## config.mk

```make
export PLATFORM = sky130hd
export DESIGN_NAME = inst_mem_loader_flat
export DESIGN_NICKNAME = d
export VERILOG_FILES = /design/src/rtl/loader_pkg.sv /design/src/rtl/inst_mem_loader_if.sv /design/src/rtl/loader_byte_packer.sv /design/src/rtl/inst_mem_loader.sv /design/src/flat_wrapper.sv
export SDC_FILE = /design/constraint.sdc
export NUM_CORES = 1
export LEC_CHECK = 0
export BUFFER_PORTS_ARGS = -buffer_cell sky130_fd_sc_hd__buf_4
export CAP_MARGIN = 30
export CELL_PAD_IN_SITES_DETAIL_PLACEMENT = 0
export CELL_PAD_IN_SITES_GLOBAL_PLACEMENT = 1
export CORE_AREA = 8 8 85 87
export CTS_CLUSTER_DIAMETER = 50
export DETAILED_ROUTE_END_ITERATION = 16
export DIE_AREA = 0 0 93 95
export MAX_ROUTING_LAYER = met4
export PLACE_DENSITY_LB_ADDON = 0.1
export SLEW_MARGIN = 20
export SYNTH_ARGS = -nofsm -noshare
export SYNTH_HDL_FRONTEND = slang
export SYNTH_SLANG_ARGS = --single-unit
```

## constraint.sdc

```tcl
create_clock -name clk -period 2.98 [get_ports clk]
set_input_delay 0.447 -clock clk [delete_from_list [all_inputs] [get_ports clk]]
set_output_delay 0.447 -clock clk [all_outputs]
set_load 0.05 [all_outputs]
```

## src/rtl/loader_pkg.sv

```systemverilog
// Shared types and constants for the instruction-memory loader.
// Holds the FSM state enum, byte/word geometry and memory sizing defaults.
// Optional feature macro: LOADER_CHECKSUM_EN adds the CHECK state.
package loader_pkg;

  localparam int BYTE_W         = 8;
  localparam int BYTES_PER_WORD = 4;
  localparam int DEPTH_DEF      = 32;
  localparam int ADDR_W_DEF     = 5;
  localparam int WORD_W_DEF     = BYTE_W * BYTES_PER_WORD;

  typedef enum logic [2:0] {
    S_IDLE    = 3'd0,
    S_COLLECT = 3'd1,
    S_WRITE   = 3'd2,
`ifdef LOADER_CHECKSUM_EN
    S_CHECK   = 3'd4,
`endif
    S_DONE    = 3'd3
  } loader_state_t;

endpackage

```

## src/rtl/inst_mem_loader_if.sv

```systemverilog
// Valid/ready byte-stream bundle feeding the instruction-memory loader.
// Signals: in_valid, in_data (one byte), in_last (final program byte), in_ready.
// master = stream source, slave = loader.
interface inst_mem_loader_if;
  import loader_pkg::*;

  logic              in_valid;
  logic [BYTE_W-1:0] in_data;
  logic              in_last;
  logic              in_ready;

  modport master (output in_valid, output in_data, output in_last, input in_ready);
  modport slave  (input in_valid, input in_data, input in_last, output in_ready);

endinterface

```

## src/rtl/loader_byte_packer.sv

```systemverilog
// Assembly register for one instruction word: steers each accepted byte into
// lane idx_i (lane 0 = bits [7:0]); clr_i zeroes the whole word, so lanes not
// written before a short final word stay 0.
// Ports: clk, rst, byte_i, valid_i, idx_i, clr_i -> word_o.
module loader_byte_packer
  import loader_pkg::*;
(
  input  logic                      clk,
  input  logic                      rst,
  input  logic [BYTE_W-1:0]         byte_i,
  input  logic                      valid_i,
  input  logic [1:0]                idx_i,
  input  logic                      clr_i,
  output logic [WORD_W_DEF-1:0]     word_o
);

  logic [WORD_W_DEF-1:0] word_q;

  // Word assembly register; clear wins over a byte write.
  always_ff @(posedge clk or posedge rst) begin
    if (rst) begin
      word_q <= 32'h0000_0000;
    end else if (clr_i) begin
      word_q <= 32'h0000_0000;
    end else if (valid_i) begin
      case (idx_i)
        2'd0:    word_q[7:0]   <= byte_i;
        2'd1:    word_q[15:8]  <= byte_i;
        2'd2:    word_q[23:16] <= byte_i;
        2'd3:    word_q[31:24] <= byte_i;
        default: word_q        <= word_q;
      endcase
    end else begin
      word_q <= word_q;
    end
  end

  assign word_o = word_q;

endmodule

```

## src/rtl/inst_mem_loader.sv

```systemverilog
// Instruction-memory loader: packs a byte stream little-endian into 32-bit
// words and writes them to addresses 0,1,2,... while holding the CPU.
// Ports: clk, rst (async, active-high), start_i, in_if (byte stream, slave),
//   wr_en_o/wr_addr_o/wr_data_o (memory write), word_count_o, cpu_hold_o,
//   load_done_o, error_o (overflow or checksum failure).
// Optional macro LOADER_CHECKSUM_EN: after the last word, one extra byte is
//   accepted and compared against the XOR of all payload bytes.
module inst_mem_loader
  import loader_pkg::*;
#(
  parameter int DEPTH      = DEPTH_DEF,
  parameter int ADDR_WIDTH = ADDR_W_DEF,
  parameter int WORD_WIDTH = WORD_W_DEF
) (
  input  logic                  clk,
  input  logic                  rst,
  input  logic                  start_i,
  inst_mem_loader_if.slave      in_if,
  output logic                  wr_en_o,
  output logic [ADDR_WIDTH-1:0] wr_addr_o,
  output logic [WORD_WIDTH-1:0] wr_data_o,
  output logic [ADDR_WIDTH:0]   word_count_o,
  output logic                  cpu_hold_o,
  output logic                  load_done_o,
  output logic                  error_o
);

  localparam logic [ADDR_WIDTH-1:0] LAST_ADDR = ADDR_WIDTH'(DEPTH - 1);

  loader_state_t         state_q, state_d;
  logic [1:0]            byte_idx_q, byte_idx_d;
  logic [ADDR_WIDTH-1:0] word_ptr_q, word_ptr_d;
  logic [ADDR_WIDTH:0]   word_count_q, word_count_d;
  logic                  last_q, last_d;
  logic                  error_q, error_d;
  logic                  pack_clr_s;
  logic                  accept_s;
  logic [WORD_W_DEF-1:0] word_s;
`ifdef LOADER_CHECKSUM_EN
  logic [BYTE_W-1:0]     xor_q, xor_d;
`endif

  // Handshake and status are pure decodes of the state register.
  assign in_if.in_ready = (state_q == S_COLLECT)
`ifdef LOADER_CHECKSUM_EN
                          || (state_q == S_CHECK)
`endif
                          ;
  assign accept_s     = in_if.in_valid && in_if.in_ready;
  assign wr_en_o      = (state_q == S_WRITE);
  assign cpu_hold_o   = (state_q != S_IDLE) && (state_q != S_DONE);
  assign load_done_o  = (state_q == S_DONE);
  assign error_o      = error_q;
  assign wr_addr_o    = word_ptr_q;
  assign wr_data_o    = WORD_WIDTH'(word_s);
  assign word_count_o = word_count_q;

  loader_byte_packer u_packer (
    .clk     (clk),
    .rst     (rst),
    .byte_i  (in_if.in_data),
    .valid_i (accept_s && (state_q == S_COLLECT)),
    .idx_i   (byte_idx_q),
    .clr_i   (pack_clr_s),
    .word_o  (word_s)
  );

  // Loader state and counters.
  always_ff @(posedge clk or posedge rst) begin
    if (rst) begin
      state_q      <= S_IDLE;
      byte_idx_q   <= 2'd0;
      word_ptr_q   <= '0;
      word_count_q <= '0;
      last_q       <= 1'b0;
      error_q      <= 1'b0;
`ifdef LOADER_CHECKSUM_EN
      xor_q        <= 8'h00;
`endif
    end else begin
      state_q      <= state_d;
      byte_idx_q   <= byte_idx_d;
      word_ptr_q   <= word_ptr_d;
      word_count_q <= word_count_d;
      last_q       <= last_d;
      error_q      <= error_d;
`ifdef LOADER_CHECKSUM_EN
      xor_q        <= xor_d;
`endif
    end
  end

  // Next-state logic.
  always_comb begin
    state_d      = state_q;
    byte_idx_d   = byte_idx_q;
    word_ptr_d   = word_ptr_q;
    word_count_d = word_count_q;
    last_d       = last_q;
    error_d      = error_q;
    pack_clr_s   = 1'b0;
`ifdef LOADER_CHECKSUM_EN
    xor_d        = xor_q;
`endif
    case (state_q)
      S_IDLE, S_DONE: begin
        if (start_i) begin
          state_d      = S_COLLECT;
          byte_idx_d   = 2'd0;
          word_ptr_d   = '0;
          word_count_d = '0;
          last_d       = 1'b0;
          error_d      = 1'b0;
          pack_clr_s   = 1'b1;
`ifdef LOADER_CHECKSUM_EN
          xor_d        = 8'h00;
`endif
        end else begin
          state_d = state_q;
        end
      end
      S_COLLECT: begin
        if (accept_s) begin
          byte_idx_d = byte_idx_q + 2'd1;
          last_d     = in_if.in_last;
`ifdef LOADER_CHECKSUM_EN
          xor_d      = xor_q ^ in_if.in_data;
`endif
          // A word is complete on its 4th byte or on any byte flagged last.
          if (in_if.in_last || (byte_idx_q == 2'd3)) begin
            state_d = S_WRITE;
          end else begin
            state_d = S_COLLECT;
          end
        end else begin
          state_d = S_COLLECT;
        end
      end
      S_WRITE: begin
        word_ptr_d   = word_ptr_q + 1'b1;
        word_count_d = word_count_q + 1'b1;
        byte_idx_d   = 2'd0;
        pack_clr_s   = 1'b1;
        if (last_q) begin
`ifdef LOADER_CHECKSUM_EN
          state_d = S_CHECK;
`else
          state_d = S_DONE;
`endif
        end else if (word_ptr_q == LAST_ADDR) begin
          // Memory full with stream still running: stop, no wrap-around.
          state_d = S_DONE;
          error_d = 1'b1;
        end else begin
          state_d = S_COLLECT;
        end
      end
`ifdef LOADER_CHECKSUM_EN
      S_CHECK: begin
        // Single checksum byte; its in_last flag is irrelevant.
        if (accept_s) begin
          state_d = S_DONE;
          error_d = (in_if.in_data != xor_q);
        end else begin
          state_d = S_CHECK;
        end
      end
`endif
      default: begin
        state_d = S_IDLE;
      end
    endcase
  end

endmodule
```

## src/flat_wrapper.sv

```systemverilog
// flat-port wrapper written by rule: the top's interface ports become plain ports
module inst_mem_loader_flat import loader_pkg::*;
#(
  parameter int DEPTH      = DEPTH_DEF,
  parameter int ADDR_WIDTH = ADDR_W_DEF,
  parameter int WORD_WIDTH = WORD_W_DEF
)
  (clk, rst, start_i, wr_en_o, wr_addr_o, wr_data_o, word_count_o, cpu_hold_o, load_done_o, error_o, in_if_in_valid, in_if_in_data, in_if_in_last, in_if_in_ready);
  inst_mem_loader_if in_if_i ();
  input  logic clk;
  input  logic rst;
  input  logic start_i;
  output logic wr_en_o;
  output logic [ADDR_WIDTH-1:0] wr_addr_o;
  output logic [WORD_WIDTH-1:0] wr_data_o;
  output logic [ADDR_WIDTH:0] word_count_o;
  output logic cpu_hold_o;
  output logic load_done_o;
  output logic error_o;
  input wire logic [$bits(in_if_i.in_valid)-1:0] in_if_in_valid;
  input wire logic [$bits(in_if_i.in_data)-1:0] in_if_in_data;
  input wire logic [$bits(in_if_i.in_last)-1:0] in_if_in_last;
  output wire logic [$bits(in_if_i.in_ready)-1:0] in_if_in_ready;
  assign in_if_i.in_valid = in_if_in_valid;
  assign in_if_i.in_data = in_if_in_data;
  assign in_if_i.in_last = in_if_in_last;
  assign in_if_in_ready = in_if_i.in_ready;
  inst_mem_loader #(.DEPTH(DEPTH), .ADDR_WIDTH(ADDR_WIDTH), .WORD_WIDTH(WORD_WIDTH)) u_core (.clk(clk), .rst(rst), .start_i(start_i), .in_if(in_if_i), .wr_en_o(wr_en_o), .wr_addr_o(wr_addr_o), .wr_data_o(wr_data_o), .word_count_o(word_count_o), .cpu_hold_o(cpu_hold_o), .load_done_o(load_done_o), .error_o(error_o));
endmodule
```

[Yosys cells after proc, flatten, opt, wreduce, memory -nomap -nowiden]
Cells that the tools add are included.
Word-level totals
  latch bits: 0
  bits in writable memories: 0
  output and inout bits: 48
  input port bits: 13
  register bits: 50
  logic and storage cells: 76
  memories: 0
  bits in read-only memories: 0
Cells by class
  $mul: 0
  order comparisons: 0
  bitwise gates (word level): 0
  equality and inequality tests: 12
  add/sub/neg operators: 3
  reduce and logical (&&, ||, !) cells: 24
  multiplexer cells: 27
  shifts and indexed selects: 0
  divide/modulo/power cells: 0
Operators by type and width (number)
  $mux W32: 2
  $mux W8: 4
  $reduce_bool A2 Y1: 7
  $pmux W6 S2: 1
  $mux W2: 5
  $pmux W5 S2: 1
  $reduce_and A2 Y1: 5
  $pmux W3 S3: 1
  $add A6 B1 Y6 const B: 1
  $eq A3 B2 Y1 const B: 2
  $mux W3: 2
  $mux W6: 1
  $ne A2 B2 Y1 const B: 3
  $pmux W1 S2: 3
  $pmux W2 S3: 1
  $reduce_and A3 Y1: 2
  $reduce_bool A3 Y1: 2
  $add A5 B1 Y5 const B: 1
  $eq A5 B5 Y1 const B: 1
  $mux W1: 5
  $mux W5: 1
  $eq A2 B2 Y1 const B: 2
  $reduce_and A4 Y1: 1
  $eq A3 B1 Y1 const B: 1
  9 further kinds: 11

[Logic depth before layout (Yosys ltp)]
Gate-level depths: netlist (run 1).
  depth after elaboration: 5
  gate-level depth with buffers: 7
  depth with buffers taken out: 5

[Cells and area by module]
From an unflattened synthesis (run 1), not the netlist that was laid out.
Unflattened totals
  cells, all modules: 214
  area, all modules: 2384.8 µm²
By module, submodules not included
  loader_byte_packer: area an instance 1450.1 µm², cells each 118, instances 1
  inst_mem_loader: area an instance 934.6 µm², cells each 96, instances 1

[Worst setup path before layout (run 1)]
No wires, ideal clock.
  path type: register to register
  start point: reg u_core.state_q[0]
  end point: reg u_core.word_count_q[5] (netlist: u_core.word_count_o[5])
  period minus slack after synthesis: 2.021 ns
  required time: 2.903 ns
  stages on the path, launching flop included: 7
  arrival time: 1.944 ns
  buffers on the path: 1
  path slack: 0.959 ns
  path through: dfrtp_1 > inv_1 > ha_1 > buf_2 > mux2i_2 > or4_1 > a21oi_1
RTL lines
  start, declared: RTL line inst_mem_loader.sv:30  | loader_state_t state_q, state_d;
  start signal, assigned: RTL line inst_mem_loader.sv:81  | state_q <= state_d;
  $eq A3 B2 Y1 *
  net wr_en_o: RTL line flat_wrapper.sv:13  | output logic wr_en_o;
  $reduce_bool A2 Y1 (no source line)
  $reduce_and A2 Y1 (no source line)
  end signal, assigned: RTL line inst_mem_loader.sv:84  | word_count_q <= word_count_d;
  end, declared: RTL line inst_mem_loader.sv:33  | logic [ADDR_WIDTH:0] word_count_q, word_count_d;
Mark *: on every way through the listed nets, which the timed path passes. The rest lies on a longest branch.
A chain may end at the register's enable or synchronous reset.

[Final worst setup path (run 1)]
  start point: reg u_core.state_q[0]
  end point: reg u_core.word_ptr_q[2] (netlist: u_core.wr_addr_o[2])
On the way
  word-level cells in the longest chain between the ends: 4
Ends and longest elaborated chain
  $eq A3 B2 Y1 or $logic_not A3 Y1 (tied branches): RTL line inst_mem_loader.sv:105  | case (state_q)
  $reduce_or A2 Y1: RTL line inst_mem_loader.sv:105
  $ne A2 B2 Y1 (no source line) or $reduce_bool A2 Y1 (tied branches)
  $reduce_and A2 Y1 (no source line)
  end signal, assigned: RTL line inst_mem_loader.sv:83  | word_ptr_q <= word_ptr_d;
  end, declared: RTL line inst_mem_loader.sv:32  | logic [ADDR_WIDTH-1:0] word_ptr_q, word_ptr_d;
Parallel ways exist; a longest one is shown, timed or not.

==> reports/metrics.cfg, run 1 <==
[yosys]
synth-edff-count=0
synth_top_area_cell=dfrtp_1
synth_area_um2=2270
syn_avg_cell_area_um2=11.0
ys_top_cells_by_count=dfrtp_1, nor2_1, mux2i_1
synth_fp_nets=230
ys_types=30
yosysWarnings=0
ys_seq_elements=49
synth_area_leaders=dfrtp_1, mux2i_1, ha_1
seq_area_frac_synth=0.539
yosysTopAreaCellShare=0.539
synth_ff_type=dfrtp_1
synthCells=206
async_flop_share=1.00
synth_most_common_cell=dfrtp_1

[final_layout]
syn2layout_area_growth_pct=28.1
drive_gt1_frac=0.283
nNetsFinal=292
fin_util=0.501
final_area_um2=2910
fillers=578
antenna_cells=0

[power]
power_uw=3270
p_per_area_nw_per_um2=1120
leakage_uw=0.00169
vdd_ir_drop_max_mv=0.588

[clock_network]
cts_made_buffers=5
htree_levels=2
ctsLongestPathBuffers=2
clockRootBuffer=clkbuf_8
insertion_delay_ns=0.30
cts_tree=done
holdBufCountCts=0
post_cts_buffers=0
clock_sinks=49
cts-resized-gates=0
path_clk_slew_ns=0.09

[floorplanning]
dieWidth_um=93
io-pin-count=61
die-area_um2=8840
start_util=0.391
num_rows=28
die_h_um=95
core_area_um2=5820

[drt]
wl_mm=5.28
drcViolationCount=0
num_vias=1676
first_pass_iters=4
drt-initial-drc-count=59
ant_nets=0
wl_per_cell_um=15.4
viasPerCell=4.87

[timing]
period_share=0.708
final-hold-violation-count=0
tightest_slew_ns=0.753
fin_tns_setup_ns=0
rsz0062_at_grt=no
max_slew_margin=0.488
skew_ns=0.00369
holdWs_ns=0.255
max_freq_mhz=474
fin_crit_ns=2.11
maxSlewViolCount=0
finalSetupViolCount=0

[placed_design]
gp_congestion=0.746
dp_hpwl_mm=3.87
port_buffers=60
place_area_um2=2800

[critical_path]
crit_fanout=18
cp.required_ns=3.18
path_class=flip-flop to flip-flop
cp-start-kind=flip-flop
cp-end-kind=flip-flop
arrival_ns=2.31

[grt]
antenna_found_initial=0
grt_pass1_vias=1762
grt_util_all_layers=0.131
grt_pass1_wl_mm=8.90
grt_max_degree=34
grt_overflow_total=0

[hold_path]
hp-class=input port to async pin

[status]
outcome=completed

[run]
cap_violations=0

## report_power, final
group / switching (µW) / internal (µW) / total (µW)
combinational: 1250 / 538 / 1790
sequential: 140 / 866 / 1010
clock: 224 / 252 / 475
## flip-flops by register name (all words and copies together) (netlist names)
signal	flops
u_core.last_q	1
u_core.u_packer.word_o	32
u_core.word_count_o	6
u_core.byte_idx_q	2
u_core.wr_addr_o	5
u_core.state_q	2
u_core.error_o	1
## cell families (layout without fill, tap and decap cells)
group | after synthesis | after routing | synth area share
AND/OR/NAND/NOR | 65 | 65 | 0.130
flip-flops | 49 | 49 | 0.539
multiplexers | 33 | 33 | 0.147
AO/OA/AOI/OAI | 32 | 32 | 0.0914
buffers and inverters | 16 | 79 | 0.0319
adder cells (fa/ha/maj) | 11 | 11 | 0.0605
## metrics by stage
stage               setup WS [ns]  instances
floorplan                   0.959        206
global placement            0.945        336
detailed placement          0.861        336
CTS                         0.850        344
global route                0.655        344
finish                      0.870        344
## routing by layer
layer | wire [µm] | GRT usage | vias to the layer above
met3 | 265 | 0.0413 | 2
li1 | - | - | 831
met1 | 2340 | 0.148 | 809
met2 | 2650 | 0.217 | 34
met4 | 27 | 0.0362 | 0
met5 | 0 | - | -
## worst max-delay path, cell delays in order (launching register included)
cell and delay (ns):
dfrtp_1 0.42, inv_1 0.06, ha_1 0.43, mux2i_2 0.70
o21ai_0 0.20, a22o_1 0.20
## cell usage in the layout (no fill, tap or decap)
master     instances
inv_1              7
or4_1              2
nor2b_1            1
a211oi_1           1
o211ai_1           1
nor2_1            35
and2_1             1
nor3b_1            1
buf_4             63
ha_1              11
a22o_1             7
nand2b_1           5
a21o_1             1
o22ai_1            1
o31ai_1            2
nor2_2             1
a31o_2             1
inv_6              1
and3_1             2
o21a_1             1
a31oi_1            1
o21ai_0            9
a21oi_1            7
or2_2              1
nand3_1            6
bufinv_16          1
mux2i_2            1
or3_1              3
nand2_1            7
mux2i_1           32
clkinv_2           1
clkbuf_8           5
inv_2              1
dfrtp_1           49
## path summary, 6_finish.rpt
check,from,cells past startpoint,slack (ns),to
worst max-delay path,u_core.state_q[0],5,0.87,u_core.wr_addr_o[2]
worst min-delay path,rst,2,0.26,u_core.word_count_o[4]
worst max register to register,u_core.state_q[0],5,0.87,u_core.wr_addr_o[2]
worst min register to register,u_core.error_o,1,0.51,u_core.error_o
max in group asynchronous,rst,3,2.12,u_core.u_packer.word_o[12]
min in group clk,in_if_in_data[0],3,0.41,u_core.u_packer.word_o[24]
## cell type report
type	instances	area, µm²	area share
multi-input combinational	141	977	0.335
timing repair buffer	63	473	0.162
clock buffer	5	68.8	0.0236
sequential	49	1230	0.421
inverter	8	30.0	0.0103
tap	75	93.8	0.0322
clock inverter	3	43.8	0.0150
(Power assumes the default switching activity.)
==> run 2, diff against run 1 <==
==> constraint.sdc (replaced) <==
create_clock -name clk -period 2.17 [get_ports clk]
set_input_delay 0.3255 -clock clk [delete_from_list [all_inputs] [get_ports clk]]
set_output_delay 0.3255 -clock clk [all_outputs]
set_load 0.05 [all_outputs]
==> run 2 against run 1 <==
  * Fmax up 9.1%
  * Clock skew up 0.0023 ns
  * Global-route usage up 0.30 points
  * Register-to-register slack worse by 0.63 ns
  * Setup slack worse by 0.63 ns
  * Clock power up 13%
  * Combinational power up 41%
  * Worst hold slack worse by 0.13 ns
  * Critical path depth up 1
  * Sequential share of layout area down 0.82 points
  * Non-clock buffer count up 11
  * Largest cell class unchanged
==> reports/metrics.cfg, run 2 (synthesis results as in run 1) <==
[status]
outcome=completed  ; unchanged

[grt]
grt_overflow_total=0  ; unchanged
grt_max_degree=34  ; unchanged
antenna_found_initial=0  ; unchanged
grt_pass1_wl_mm=9.14  ; was 8.90 mm
grt_util_all_layers=0.134  ; was 0.131
grt_pass1_vias=1816  ; was 1762

[clock_network]
holdBufCountCts=0  ; unchanged
htree_levels=2  ; unchanged
path_clk_slew_ns=0.09  ; about the same
cts-resized-gates=0  ; unchanged
cts_made_buffers=5  ; unchanged
insertion_delay_ns=0.30  ; about the same
post_cts_buffers=0  ; unchanged
ctsLongestPathBuffers=2  ; unchanged
cts_tree=done  ; unchanged
clock_sinks=49  ; unchanged
clockRootBuffer=clkbuf_8  ; unchanged

[timing]
fin_crit_ns=1.93  ; was 2.11 ns
finalSetupViolCount=0  ; unchanged
max_slew_margin=0.536  ; was 0.488
final-hold-violation-count=0  ; unchanged
maxSlewViolCount=0  ; unchanged
tightest_slew_ns=0.695  ; was 0.753 ns
max_freq_mhz=517  ; was 474 MHz
worst_slack_ns=0.235  ; was 0.870 ns
fin_tns_setup_ns=0  ; unchanged
rsz0062_at_grt=no  ; unchanged
period_share=0.892  ; was 0.708
skew_ns=0.00601  ; was 0.00369 ns

[final_layout]
multi_input_area_um2=980  ; was 977 µm²
drive_gt1_frac=0.312  ; was 0.283
syn2layout_area_growth_pct=30.7  ; was 28.1%
layout_commonest_cell=buf_4  ; unchanged
area.sequential_um2=1230  ; unchanged
fillers=556  ; was 578
final_area_um2=2970  ; was 2910 µm²
final_cell_mix=buf_4, dfrtp_1, nor2_1  ; unchanged
largest_register_ff_count=32  ; unchanged
fin_util=0.511  ; was 0.501
nNetsFinal=303  ; was 292
antenna_cells=0  ; unchanged

[floorplanning]
dieWidth_um=93  ; unchanged
start_util=0.391  ; unchanged
die_h_um=95  ; unchanged
core_area_um2=5820  ; unchanged
die-area_um2=8840  ; unchanged
io-pin-count=61  ; unchanged
num_rows=28  ; unchanged

[critical_path]
crit_fanout=8  ; was 18
reg2reg_slack_ns=0.24  ; was 0.87 ns
cp.required_ns=2.40  ; was 3.18 ns
cp-start-kind=flip-flop  ; unchanged
worst_r2r_endpoint=u_core.word_count_o[5]  ; was u_core.wr_addr_o[2]
path_class=flip-flop to flip-flop  ; unchanged
r2r-start=u_core.state_q[0]  ; unchanged
startpoint=u_core.state_q[0]  ; unchanged
r2r_cells=6  ; was 5
cp-end-kind=flip-flop  ; unchanged
arrival_ns=2.17  ; was 2.31 ns

[hold_path]
hp-class=input port to async pin  ; unchanged

[placed_design]
port_buffers=60  ; unchanged
place_area_um2=2880  ; was 2800 µm²
pre_cts_ws_ns=0.161  ; was 0.861 ns
dp_hpwl_mm=3.99  ; was 3.87 mm
gp_congestion=0.734  ; was 0.746

[power]
p_per_area_nw_per_um2=1500  ; was 1120 nW/µm²
leakage_uw=0.00172  ; was 0.00169 µW
vdd_ir_drop_max_mv=0.675  ; was 0.588 mV

[drt]
drt-initial-drc-count=36  ; was 59
wl_mm=5.34  ; was 5.28 mm
ant_nets=0  ; unchanged
viasPerCell=4.94  ; was 4.87
wl_per_cell_um=15.1  ; was 15.4 µm
num_vias=1747  ; was 1676
drcViolationCount=0  ; unchanged
first_pass_iters=4  ; unchanged

[run]
cap_violations=0  ; unchanged

## run 2: changes by cell type in the layout (fill, tap and decap cells not counted), sizes merged
cell / before / now
buf: 63 / 74
bufinv: 1 / 0
clkinvlp: 0 / 1
inv: 9 / 8
## run 2: through the flow
stage	hold WS, ns	power [µW]	instances
after floorplan	0.479	3190	206
after global placement	0.477	3950	347
after detailed placement	0.478	3960	347
after CTS	0.144	4510	354
after global routing	0.189	4740	354
final	0.128	4450	354
## run 2: critical path: stages (launching register included)
cell and delay, ns:
dfrtp_1 0.43, inv_1 0.08, ha_2 0.32, mux2i_2 0.22, buf_4 0.18, or4_1 0.49
a21oi_1 0.15
## run 2: final cells by class
type                    instances  share of cell area
flip-flops and latches         49               0.413
multi-input cells             141               0.330
repair buffers                 74               0.187
well taps                      75              0.0316
clock buffers                   5              0.0232
inverters                       8              0.0101
clock inverters                 2             0.00548
## run 2: how the worst max path moves through the flow
stage / endpoint
floorplan: u_core.word_count_o[5]
global placement: u_core.word_count_o[5]
detailed placement: u_core.word_count_o[5]
CTS: u_core.word_count_o[5]
global route: u_core.word_count_o[5]
finish: u_core.word_count_o[5]
## run 2: power by group
part           total (µW)  switching, µW  internal [µW]
Clock                 535            312            223
Combinational        2530           1720            805
Sequential           1380            195           1190
Total                4450           2230           2220
## run 2: per-layer routing
metal  GRT usage  wire, µm
met1       0.156      2390
met2       0.218      2590
met3      0.0397       298
met4      0.0403        55
met5           -         0
==> run 3, diff against run 2 <==
--- a/config.mk
+++ b/config.mk
@@ -9,10 +9,10 @@
 export CAP_MARGIN = 30
 export CELL_PAD_IN_SITES_DETAIL_PLACEMENT = 0
 export CELL_PAD_IN_SITES_GLOBAL_PLACEMENT = 1
-export CORE_AREA = 8 8 85 87
+export CORE_AREA = 10 10 87 89
 export CTS_CLUSTER_DIAMETER = 50
 export DETAILED_ROUTE_END_ITERATION = 16
-export DIE_AREA = 0 0 93 95
+export DIE_AREA = 0 0 97 99
 export MAX_ROUTING_LAYER = met4
 export PLACE_DENSITY_LB_ADDON = 0.1
 export SLEW_MARGIN = 20
==> run 3 against run 2 <==
  * Via count fell by 2.3%
  * Die area increased by 8.7%
  * Critical endpoint unchanged
  * Clock-buffer cell count unchanged
  * Critical path depth unchanged
  * Non-clock buffer count shrank 2
  * Utilization down 0.58 points
  * Largest cell class unchanged
  * Register-to-register slack about the same
==> reports/metrics.cfg, run 3 (synthesis results as in run 1) <==
[floorplanning]
start_util=0.389  ; was 0.391
num_rows=28  ; unchanged
dieWidth_um=97  ; was 93 µm
io-pin-count=61  ; unchanged
core_area_um2=5850  ; was 5820 µm²
die-area_um2=9600  ; was 8840 µm²
die_h_um=99  ; was 95 µm

[timing]
tightest_slew_ns=0.645  ; was 0.695 ns
finalSetupViolCount=0  ; unchanged
max_freq_mhz=520  ; was 517 MHz
max_slew_margin=0.570  ; was 0.536
rsz0062_at_grt=no  ; unchanged
maxSlewViolCount=0  ; unchanged
worst_slack_ns=0.248  ; was 0.235 ns
fin_tns_setup_ns=0  ; unchanged
period_share=0.886  ; was 0.892
final-hold-violation-count=0  ; unchanged
fin_crit_ns=1.92  ; was 1.93 ns
holdWs_ns=0.112  ; was 0.128 ns
skew_ns=0.00502  ; was 0.00601 ns

[clock_network]
cts-resized-gates=0  ; unchanged
clockRootBuffer=clkbuf_8  ; unchanged
htree_levels=2  ; unchanged
post_cts_buffers=0  ; unchanged
path_clk_slew_ns=0.09  ; about the same
clock_sinks=49  ; unchanged
insertion_delay_ns=0.30  ; about the same
cts_tree=done  ; unchanged
cts_made_buffers=5  ; unchanged
ctsLongestPathBuffers=2  ; unchanged
holdBufCountCts=0  ; unchanged

[drt]
ant_nets=0  ; unchanged
wl_mm=5.43  ; was 5.34 mm
num_vias=1707  ; was 1747
first_pass_iters=4  ; unchanged
wl_per_cell_um=15.4  ; was 15.1 µm
viasPerCell=4.84  ; was 4.94
drt-initial-drc-count=66  ; was 36
drcViolationCount=0  ; unchanged

[run]
cap_violations=0  ; unchanged

[power]
leakage_uw=0.00171  ; was 0.00172 µW
internal-power_uw=2200  ; was 2220 µW
p_seq_frac=0.314  ; was 0.311
clockPowerShare=0.119  ; was 0.120
p_sw_uw=2230  ; about the same
combPwrFrac=0.567  ; was 0.568
p_per_area_nw_per_um2=1500  ; about the same
switching_share=0.503  ; was 0.502
vdd_ir_drop_max_mv=0.630  ; was 0.675 mV

[placed_design]
pre_cts_ws_ns=0.264  ; was 0.161 ns
dp_hpwl_mm=4.00  ; was 3.99 mm
place_area_um2=2870  ; was 2880 µm²
gp_congestion=0.738  ; was 0.734
port_buffers=60  ; unchanged

[grt]
grt_pass1_wl_mm=9.12  ; was 9.14 mm
grt_util_all_layers=0.117  ; was 0.134
grt_pass1_vias=1756  ; was 1816
grt_max_degree=33  ; was 34
antenna_found_initial=0  ; unchanged
grt_overflow_total=0  ; unchanged

[status]
outcome=completed  ; unchanged

[final_layout]
area.sequential_um2=1230  ; unchanged
layout_commonest_cell=buf_4  ; unchanged
fin_util=0.505  ; was 0.511
drive_gt1_frac=0.306  ; was 0.312
nNetsFinal=301  ; was 303
multi_input_area_um2=977  ; was 980 µm²
antenna_cells=0  ; unchanged
final_cell_mix=buf_4, dfrtp_1, nor2_1  ; unchanged
final_area_um2=2950  ; was 2970 µm²
fillers=561  ; was 556
syn2layout_area_growth_pct=29.9  ; was 30.7%
largest_register_ff_count=32  ; unchanged

[critical_path]
crit_fanout=14  ; was 8
arrival_ns=2.15  ; was 2.17 ns
cp-start-kind=flip-flop  ; unchanged
cp-end-kind=flip-flop  ; unchanged
path_class=flip-flop to flip-flop  ; unchanged
cp.required_ns=2.40  ; about the same

[hold_path]
hp-class=input port to async pin  ; unchanged

## run 3: changes by cell type in the layout (fill, tap and decap cells not counted), sizes merged
cell    previous run  this run
clkinv             1         2
buf               74        72
## run 3: power groups by stage
stage / Clock [µW] / Combinational (µW) / Sequential (µW)
CTS: 553 / 2550 / 1390
global route: 590 / 2700 / 1430
finish: 527 / 2510 / 1390
floorplan: 0 / 986 / 2210
detailed placement: 0 / 2550 / 1400
global placement: 0 / 2540 / 1410
## run 3: metrics by stage
| stage | power, µW | std cells |
|---|---|---|
| floorplan | 3190 | 206 |
| global placement | 3950 | 345 |
| detailed placement | 3960 | 345 |
| CTS | 4500 | 353 |
| global route | 4720 | 353 |
| finish | 4430 | 353 |
## run 3: worst max-delay path, cell delays in order (launching register included)
cell	delay [ns]
dfrtp_1	0.43
inv_1	0.06
ha_1	0.32
mux2i_2	0.19
buf_4	0.19
or4_1	0.50
a21oi_1	0.15
## run 3: area by class of cell
type | count | share of cell area
flip-flops and latches | 49 | 0.415
multi-input cells | 141 | 0.331
repair buffers | 72 | 0.183
well taps | 75 | 0.0318
clock buffers | 5 | 0.0233
inverters | 8 | 0.0102
clock inverters | 3 | 0.00593
## run 3: worst paths after layout
kind,from,to,slack (ns),depth (start not counted)
max,u_core.state_q[0],u_core.word_count_o[5],0.25,6
min,rst,u_core.byte_idx_q[1],0.11,2
max reg2reg,u_core.state_q[0],u_core.word_count_o[5],0.25,6
min reg2reg,u_core.error_o,u_core.error_o,0.52,1
max in group asynchronous,rst,u_core.wr_addr_o[3],1.44,3
min in group clk,in_if_in_data[2],u_core.u_packer.word_o[2],0.29,3
## run 3: metal layers
| layer | vias to the layer above | wire (µm) | track usage |
|---|---|---|---|
| met5 | - | 0 | - |
| met4 | 0 | 23 | 0.0341 |
| met3 | 3 | 230 | 0.0314 |
| li1 | 848 | - | - |
| met2 | 38 | 2630 | 0.184 |
| met1 | 818 | 2540 | 0.144 |
